--- src/rtl/macguffin_round_ctrl.sv ---
// Round sequencer for the iterative MacGuffin core. It holds one block in flight,
// fetches one round key per round and feeds the shared single-round datapath.
module macguffin_round_ctrl #(
  parameter int ROUNDS  = 32,
  parameter int BLOCK_W = 64,
  parameter int KEY_W   = 48,
  parameter int AW      = $clog2(ROUNDS)
) (
  input  logic               clk,
  input  logic               rst_n,
  input  logic               key_valid,
  input  logic               in_valid,
  output logic               in_ready,
  input  logic [BLOCK_W-1:0] in_block,
  input  logic               in_decrypt,
  output logic [AW-1:0]      rk_addr,
  input  logic [KEY_W-1:0]   rk_data,
  output logic [BLOCK_W-1:0] dp_state,
  output logic [KEY_W-1:0]   dp_key,
  output logic               dp_decrypt,
  input  logic [BLOCK_W-1:0] dp_result,
  output logic               out_valid,
  input  logic               out_ready,
  output logic [BLOCK_W-1:0] out_block,
  output logic               busy
);

  typedef enum logic [1:0] {
    IDLE,
    FETCH,
    ROUND,
    DONE
  } fsm_e;

  localparam logic [AW-1:0] LAST = AW'(ROUNDS - 1);

  fsm_e               fsm_q, fsm_d;
  logic [BLOCK_W-1:0] state_q, state_d;
  logic [AW-1:0]      cnt_q, cnt_d;
  logic [AW-1:0]      addr_q, addr_d;
  logic [AW-1:0]      addr_step;
  logic               dec_q, dec_d;
  logic               out_valid_q, out_valid_d;
  logic               busy_q, busy_d;
  logic               accept;

  assign in_ready = (fsm_q == IDLE) && key_valid;
  assign accept   = in_valid && in_ready;

  // Key address walks toward the last key of the direction and parks there.
  always_comb begin
    if (dec_q) addr_step = (addr_q == '0)   ? addr_q : addr_q - AW'(1);
    else       addr_step = (addr_q == LAST) ? addr_q : addr_q + AW'(1);
  end

  always_comb begin
    // NOTE: every target gets a hold default first so no path infers a latch.
    fsm_d   = fsm_q;
    state_d = state_q;
    cnt_d   = cnt_q;
    addr_d  = addr_q;
    dec_d   = dec_q;
    unique case (fsm_q)
      IDLE: begin
        if (accept) begin
          fsm_d   = FETCH;
          state_d = in_block;
          dec_d   = in_decrypt;
          cnt_d   = '0;
          addr_d  = in_decrypt ? LAST : '0;
        end
      end
      FETCH: begin
        fsm_d  = ROUND;
        addr_d = addr_step;
      end
      ROUND: begin
        state_d = dp_result;
        addr_d  = addr_step;
        if (cnt_q == LAST) begin
          cnt_d = '0;
          fsm_d = DONE;
        end else begin
          cnt_d = cnt_q + AW'(1);
        end
      end
      DONE: begin
        if (out_ready) fsm_d = IDLE;
      end
      default: fsm_d = IDLE;
    endcase
    out_valid_d = (fsm_d == DONE);
    busy_d      = (fsm_d == FETCH) || (fsm_d == ROUND);
  end

  // NOTE: sequential state uses non-blocking assignments so all flops update together.
  always_ff @(posedge clk or negedge rst_n) begin
    if (!rst_n) begin
      fsm_q       <= IDLE;
      state_q     <= '0;
      cnt_q       <= '0;
      addr_q      <= '0;
      dec_q       <= 1'b0;
      out_valid_q <= 1'b0;
      busy_q      <= 1'b0;
    end else begin
      fsm_q       <= fsm_d;
      state_q     <= state_d;
      cnt_q       <= cnt_d;
      addr_q      <= addr_d;
      dec_q       <= dec_d;
      out_valid_q <= out_valid_d;
      busy_q      <= busy_d;
    end
  end

  assign rk_addr    = addr_q;
  assign dp_state   = state_q;
  assign dp_key     = rk_data;
  assign dp_decrypt = dec_q;
  assign out_block  = state_q;
  assign out_valid  = out_valid_q;
  assign busy       = busy_q;

endmodule
--- config.mk ---
export PLATFORM = sky130hd
export DESIGN_NAME = macguffin_round_ctrl
export DESIGN_NICKNAME = d
export VERILOG_FILES = /design/src/rtl/macguffin_round_ctrl.sv
export SDC_FILE = /design/constraint.sdc
export NUM_CORES = 1
export LEC_CHECK = 0
export BUFFER_PORTS_ARGS = -buffer_cell sky130_fd_sc_hd__buf_2
export CAP_MARGIN = 0
export CELL_PAD_IN_SITES_DETAIL_PLACEMENT = 1
export CELL_PAD_IN_SITES_GLOBAL_PLACEMENT = 2
export CORE_MARGIN = 4
export CORE_UTILIZATION = 21
export CTS_CLUSTER_DIAMETER = 100
export DETAILED_ROUTE_END_ITERATION = 8
export PLACE_DENSITY_LB_ADDON = 0.1
export SETUP_SLACK_MARGIN = 0.5
export SLEW_MARGIN = 10
export SYNTH_ARGS = -nofsm -noshare
export SYNTH_HDL_FRONTEND = slang
export SYNTH_SLANG_ARGS = --single-unit
--- constraint.sdc ---
create_clock -name clk -period 2.1 [get_ports clk]
set_input_delay 0.525 -clock clk [delete_from_list [all_inputs] [get_ports clk]]
set_output_delay 0.525 -clock clk [all_outputs]
set_load 0.1 [all_outputs]
==> flow_summary.yaml, run 1 <==
status:
  status: "complete, no violations"
critical_path:
  critical_path_required_ns: 1.57
  timing.rr.end: "dp_state[0]"
  crit_path_max_incr_delay_ns: 0.39
  critical_path.max_fanout: 2
  r2r_slack_ns: 0.30
  crit_path_top_delay_cell: "dfrtp_1"
  worst_r2r_path_depth: 10
  r2r-start: "fsm_q[0]"
  cp_cell_sequence: "inv_2, ha_4, and2_4, buf_12"
  start_kind: "flip-flop"
  worstSetupPathType: "flip-flop to output pin"
  cp_data_arrival_time_ns: 1.29
  critPathCaptureType: "output pin"
timing:
  fmax_achieved_ghz: 0.550
  unrepaired_setup_endpoints_after_global_routing: "true"
  timing.final.hold_violations: 0
  slew_headroom_pct: 66.7
  worstMarginPinSlew_ns: 0.500
  setup_tns_final_ns: 0
  fin_crit_ns: 1.82
  final_min_period_over_clock_period_pct: 86.7
  fin_worst_skew_ns: 0.00763
  final-setup-viol-count: 0
  finalMaxSlewViolations: 0
yosys:
  synth-edff-count: 0
  synth-async-reset-ratio_pct: 100
  synthTopCellsByArea: "dfrtp_1 41%, buf_4 18%, mux2i_1 13%"
  yosysSeqAreaShare_pct: 41.0
  number_of_warnings_issued_by_yosys: 0
  synth.most_common_cell: "buf_4"
  synthesis.area_per_instance_um2: 9.56
  yosysTopAreaCellShare_pct: 41.0
  synth_common_cells: "114 x buf_4, 79 x dfrtp_1, 75 x nand2_1"
  synth_seq_cells: 79
  mappedNetlistArea_um2: 4830
  synth_cell_types: 39
  synthesis.instances: 505
  synth_largest_area_cell: "dfrtp_1"
  postSynth.topFlopCell: "dfrtp_1"
  postSynthNetCount: 699
layout:
  antenna-diode-count: 0
  ratio_of_cells_with_drive_above_1_in_the_final_layout_pct: 72.5
  filler_cell_count: 2523
  final_net_count: 919
  areaGrowthSynthToFinish_pct: 68.3
grt:
  overall_routing_resource_usage_pct: 13.9
  global_route_wire_length_before_repair_um: 28100
  antenna_found_initial: 1
  grt_remaining_overflow: 0
  pin_count_of_the_biggest_net_entering_global_routing: 38
  grt_pass1_vias: 4844
die:
  die_height_um: 160
  design.portCount: 367
  placement_row_count: 55
  die_outline_width_um: 160
  core_region_area_um2: 22600
  area_enclosed_by_the_die_boundary_um2: 25500
  floorplan.initialDensity_pct: 21.3
place:
  gp_congestion: 0.734
  io_buf_count: 270
  place.detailed.hpwl_um: 11800
routing:
  postRouteWirelength_um: 18400
  routed-via-count: 4432
  drt-wirelength-per-cell_um: 18.2
  detail-route-antenna-nets: 0
  drt-vias-per-instance: 4.37
  firstDrtPassIters: 4
  drtIter0Drc: 135
  final_routed_drc_violation_total: 0
hold_path:
  hold_class: "input port to asynchronous set/reset pin"
clock_tree:
  cts_inserted_buffers: 9
  cts.clk_slew.worst_paths_ns: 0.07
  clock_sinks: 79
  root_buf_cell: "clkbuf_16"
  clock_path_buffers: 2
  cts_tree: "built"
  ctsHtreeMaxLevel: 3
  clk_lat_worst_skew_ns: 0.34
job:
  cap_viol_max_count: 0
-- registers in the layout (all words and copies together) (netlist names) --
register and count:
rk_addr 5, out_valid 1, cnt_q 5, dp_decrypt 1, fsm_q 2, dp_state 64, busy 1
-- how the worst max path moves through the flow --
stage	start	endpoint	cells past startpoint
6_report	fsm_q[1]	in_ready	4
5_1_grt	fsm_q[0]	dp_state[14]	11
4_1_cts	fsm_q[0]	in_ready	4
3_5_place_dp	fsm_q[0]	dp_state[54]	7
3_3_place_gp	rk_addr[1]	rk_addr[3]	5
2_1_floorplan	dp_decrypt	rk_addr[3]	5
-- timing repair --
item,in CTS,in global routing
gates cloned,17,2
endpoints found under the setup margin,211,91
resized for setup,227,99
hold buffers,0,0
endpoints found under the hold margin,0,0
pin swaps,11,50
setup buffers,42,8
-- per-stage QoR --
stage	cell area, µm²	utilization, %	cells	hold slack, ns	setup WS [ns]
6_report	8120	35.9	1015	0.139	0.280
5_1_grt	8120	35.9	1015	0.171	0.210
4_1_cts	7670	33.9	1005	0.149	0.252
3_5_place_dp	5820	25.7	930	0.490	0.250
3_3_place_gp	5820	25.7	930	0.478	0.302
2_1_floorplan	5010	-	505	0.229	0.197
-- worst max-delay path: cells and delay by family, from the launching register on --
kind,cells,cell delay (ns)
simple gates,1,0.16
fa+ha+maj,1,0.15
buf+inv,2,0.26
flops,1,0.39
-- kinds of logic after synthesis --
family	synth area share [%]
buf+inv	21.2
simple gates	9.72
compound gates	11.4
flops	41.0
mux	13.3
fa+ha+maj	3.27
xor+xnor	0.181
-- layout by cell type, fill, tap and decap left out, types with 3 or more instances in the layout --
cell type,Yosys,final
dfrtp_1,79,9
buf_6,6,21
buf_16,0,20
dfrtp_4,0,5
o21ai_0,69,4
nand2_2,0,17
nor2_1,9,8
o21a_1,3,3
a21oi_1,6,4
clkbuf_16,0,11
o21ai_2,0,37
mux2i_1,64,63
dfrtp_2,0,65
buf_12,0,20
o221ai_1,3,3
nand2_1,75,47
ha_4,0,6
o21ai_1,7,35
buf_2,9,132
nand2_4,0,11
clkinv_4,0,3
inv_1,6,3
buf_4,114,149
nand3_1,5,5
ha_1,11,4
-- routing by layer --
| metal | up-vias | track usage, % | part of all wire [%] | routed length [µm] |
|---|---|---|---|---|
| met5 | - | 0 | 0.070 | 13 |
| met4 | 2 | 3.51 | 1.3 | 248 |
| met3 | 32 | 3.95 | 6.7 | 1240 |
| met2 | 198 | 24.8 | 51 | 9450 |
| met1 | 2149 | 16.4 | 41 | 7490 |
| li1 | 2051 | - | - | - |
-- final cells by class --
class / instances / area, µm² / share of cell area (%)
clock buffer: 10 / 239 / 2.94
sequential: 79 / 2080 / 25.6
timing repair buffer: 346 / 3050 / 37.5
multi-input combinational: 283 / 2280 / 28.1
inverter: 6 / 26.3 / 0.323
clock inverter: 6 / 93.8 / 1.16
tap: 285 / 357 / 4.39
Power of run 1 is left out: the tool's default activity adds up to more than one toggle a clock period on the data nets, which glitch-free logic cannot reach.
==> run 2, diff against run 1 <==
Settings changed: BUFFER_PORTS_ARGS -buffer_cell sky130_fd_sc_hd__buf_2 to -buffer_cell sky130_fd_sc_hd__buf_4.
==> flow_summary.yaml, run 2 (synthesized netlist as in run 1, its figures left out) <==
status:
  status: "complete, no violations"
timing:
  setup_tns_final_ns: 0
  worstMarginPinSlew_ns: 0.465
  final_min_period_over_clock_period_pct: 87.7
  slew_headroom_pct: 69.0
  finalMaxSlewViolations: 0
  final-setup-viol-count: 0
  fmax_achieved_ghz: 0.543
  timing.final.hold_violations: 0
  unrepaired_setup_endpoints_after_global_routing: "true"
  fin_worst_skew_ns: 0.0109
  fin_crit_ns: 1.84
job:
  cap_viol_max_count: 0
layout:
  largest_register_ffs: 64
  areaGrowthSynthToFinish_pct: 81.5
  final_cell_mix: "286 x buf_4, 65 x dfrtp_2, 62 x mux2i_1, 47 x o21ai_2, 28 x nand2_1"
  layout.cells.most_common: "buf_4"
  filler_cell_count: 2466
  regArea_um2: 2080
  multi_input_area_um2: 2520
  ratio_of_cells_with_drive_above_1_in_the_final_layout_pct: 77.8
  antenna-diode-count: 0
  final_net_count: 928
clock_tree:
  clock_sinks: 79
  clock_path_buffers: 2
  clk_lat_worst_skew_ns: 0.34
  ctsHtreeMaxLevel: 3
  cts_tree: "built"
  cts_inserted_buffers: 9
  cts.clk_slew.worst_paths_ns: 0.06
  root_buf_cell: "clkbuf_16"
place:
  io_buf_count: 270
  place.detailed.hpwl_um: 11900
  gp_congestion: 0.754
die:
  area_enclosed_by_the_die_boundary_um2: 25500
  placement_row_count: 55
  die_height_um: 160
  die_outline_width_um: 160
  core_region_area_um2: 22600
  design.portCount: 367
  floorplan.initialDensity_pct: 21.3
routing:
  met3_length_um: 1220
  wl_met2_um: 9700
  drt-wirelength-per-cell_um: 18.7
  routed-via-count: 4500
  final_routed_drc_violation_total: 0
  route.layer.met1.wl_um: 7900
  drtIter0Drc: 70
  drt-vias-per-instance: 4.39
  firstDrtPassIters: 4
  dr.max_layer_used: "met4"
  postRouteWirelength_um: 19100
  detail-route-antenna-nets: 0
grt:
  pin_count_of_the_biggest_net_entering_global_routing: 80
  overall_routing_resource_usage_pct: 14.4
  grt_pass1_vias: 4828
  grt_remaining_overflow: 0
  global_route_wire_length_before_repair_um: 28700
  antenna_found_initial: 0
critical_path:
  start_kind: "flip-flop"
  critical_path.max_fanout: 3
  critical_path_required_ns: 1.57
  cp_data_arrival_time_ns: 1.32
  worstSetupPathType: "flip-flop to output pin"
  critPathCaptureType: "output pin"
hold_path:
  hold_class: "input port to asynchronous set/reset pin"
## run 2: area by class of cell
cell class	count	area share (%)
Sequential cell	79	23.7
Clock inverter	4	0.543
Clock buffer	12	2.81
Multi-Input combinational cell	283	28.7
Timing Repair Buffer	355	39.9
Tap cell	285	4.07
Inverter	6	0.257
## run 2: final timing paths
check	startpoint	to	slack, ns	cells after the start
min in group clk	in_block[17]	dp_state[17]	0.45	3
worst max register to register	rk_addr[1]	rk_addr[3]	0.27	5
worst min register to register	dp_state[16]	dp_state[16]	0.50	2
worst min-delay path	rst_n	dp_state[4]	0.23	2
worst max-delay path	fsm_q[1]	in_ready	0.26	4
max in group asynchronous	rst_n	dp_decrypt	1.49	2
## run 2: timing repair
item / CTS / global route
pin swaps: 9 / 75
endpoints found under the setup margin: 82 / 89
buffers inserted: 41 / 19
gates cloned: 18 / 1
hold buffers: 0 / 0
resized for setup: 105 / 148
## run 2: stage by stage
step | worst slack (ns) | cell area [µm²] | utilization [%] | cells | hold slack, ns
6_report | 0.257 | 8760 | 38.7 | 1024 | 0.226
5_1_grt | 0.209 | 8760 | 38.7 | 1024 | 0.256
2_1_floorplan | 0.197 | 5010 | - | 505 | 0.229
3_5_place_dp | 0.213 | 6470 | 28.6 | 929 | 0.497
4_1_cts | 0.262 | 8050 | 35.6 | 1004 | 0.236
3_3_place_gp | 0.301 | 6470 | 28.6 | 929 | 0.487
## run 2: worst max-delay path, cell delays in order (launching register included)
cell	delay [ns]
dfrtp_1	0.40
inv_2	0.09
ha_4	0.16
and2_4	0.16
buf_12	0.17
## run 2: layer usage
layer | GRT usage [%] | vias up
met4 | 4.22 | 0
met3 | 3.51 | 31
met2 | 25.0 | 195
met5 | 0 | -
li1 | - | 2077
met1 | 17.6 | 2197
Power of run 2 is left out for the same reason.
==> run 3, diff against run 2 <==
Settings changed: CORE_UTILIZATION 21 to 23.
Clock period 2.1 ns to 2.2 ns, I/O delays scaled along.
==> flow_summary.yaml, run 3 (synthesized netlist as in run 1, its figures left out) <==
layout:
  largest_register_ffs: 64
  areaGrowthSynthToFinish_pct: 60.1
  final_cell_mix: "292 x buf_4, 75 x nand2_1, 65 x dfrtp_2, 64 x mux2i_1, 52 x o21ai_0"
  final_net_count: 906
  ratio_of_cells_with_drive_above_1_in_the_final_layout_pct: 62.1
  layout.cells.most_common: "buf_4"
  antenna-diode-count: 0
  finalCoreUtilization_pct: 37.8
die:
  area_enclosed_by_the_die_boundary_um2: 23400
  placement_row_count: 52
  die_height_um: 153
  floorplan.initialDensity_pct: 23.6
  die_outline_width_um: 153
  core_region_area_um2: 20400
  design.portCount: 367
timing:
  slew_headroom_pct: 58.8
  finalMaxSlewViolations: 0
  setup_tns_final_ns: 0
  fmax_achieved_ghz: 0.543
  final_critical_path_setup_slack_ns: 0.359
  final-setup-viol-count: 0
  final_min_period_over_clock_period_pct: 83.7
  timing.final.hold_violations: 0
  unrepaired_setup_endpoints_after_global_routing: "true"
  fin_worst_skew_ns: 0.00996
  worstMarginPinSlew_ns: 0.617
  fin_crit_ns: 1.84
job:
  cap_viol_max_count: 0
status:
  status: "complete, no violations"
routing:
  detail-route-antenna-nets: 0
  firstDrtPassIters: 5
  routed-via-count: 4303
  drt-vias-per-instance: 4.36
  postRouteWirelength_um: 18500
  final_routed_drc_violation_total: 0
  drtIter0Drc: 121
  drt-wirelength-per-cell_um: 18.8
grt:
  overall_routing_resource_usage_pct: 13.7
  pin_count_of_the_biggest_net_entering_global_routing: 42
  antenna_found_initial: 0
  grt_pass1_vias: 4417
  grt_remaining_overflow: 0
  global_route_wire_length_before_repair_um: 25500
place:
  gp_congestion: 0.772
  post-place-ws_ns: 0.194
  io_buf_count: 270
  place.detailed.hpwl_um: 12100
clock_tree:
  clock_path_buffers: 2
  cts.clk_slew.worst_paths_ns: 0.07
  cts_inserted_buffers: 9
  ctsHtreeMaxLevel: 3
  clock_sinks: 79
  ctsHoldBuffers: 0
  clk_lat_worst_skew_ns: 0.34
  root_buf_cell: "clkbuf_16"
  cts_tree: "built"
critical_path:
  worstSetupPathType: "flip-flop to flip-flop"
  critical_path.max_fanout: 6
  start_kind: "flip-flop"
  cp_data_arrival_time_ns: 2.08
  critical_path_required_ns: 2.44
  critPathCaptureType: "flip-flop"
hold_path:
  hold_class: "input port to asynchronous set/reset pin"
## run 3: repair_timing
item                                    CTS  global route
hold endpoints to repair                  0             0
endpoints found under the setup margin   79            78
setup buffers                            14            19
pin swaps                                 4             8
gates resized for setup                  29            50
gates cloned                              2            20
## run 3: layout make-up
class,count,area (µm²)
repair buffers,333,3020
clock buffers,10,229
multi-input cells,283,2010
well taps,270,338
clock inverters,6,37.5
fillers,2338,12700
flip-flops and latches,79,2080
inverters,6,22.5
## run 3: through the flow
| step | hold slack [ns] | cell area (µm²) | cells |
|---|---|---|---|
| finish | 0.200 | 7730 | 987 |
| floorplan | 0.254 | 4950 | 505 |
| global route | 0.238 | 7730 | 987 |
| global placement | 0.472 | 6430 | 916 |
| CTS | 0.233 | 6980 | 948 |
| detailed placement | 0.491 | 6430 | 916 |
## run 3: per-layer routing
| metal | up-vias | part of all wire (%) | global-route usage (%) |
|---|---|---|---|
| li1 | 2027 | - | - |
| met1 | 2063 | 44 | 16.3 |
| met2 | 176 | 49 | 24.6 |
| met3 | 37 | 5.3 | 2.60 |
| met4 | 0 | 1.8 | 4.67 |
| met5 | - | 0 | 0 |
## run 3: critical path, stage by stage, from the launching register on
cell and delay [ns]:
dfrtp_1 0.40, buf_4 0.14, buf_4 0.14, ha_4 0.20
a21oi_4 0.25, buf_6 0.14, clkbuf_16 0.15, clkbuf_16 0.15
nand2_1 0.05, o21ai_0 0.09
## run 3: path summary, 6_finish.rpt
kind | startpoint | end | slack, ns | cells after the start
max in group asynchronous | rst_n | dp_state[40] | 1.32 | 2
setup reg to reg | fsm_q[1] | dp_state[13] | 0.36 | 9
min in group clk | in_block[25] | dp_state[25] | 0.48 | 3
setup / recovery | fsm_q[1] | dp_state[13] | 0.36 | 9
hold / removal | rst_n | dp_state[44] | 0.20 | 1
hold reg to reg | cnt_q[4] | cnt_q[4] | 0.50 | 2
Power of run 3 is left out for the same reason.
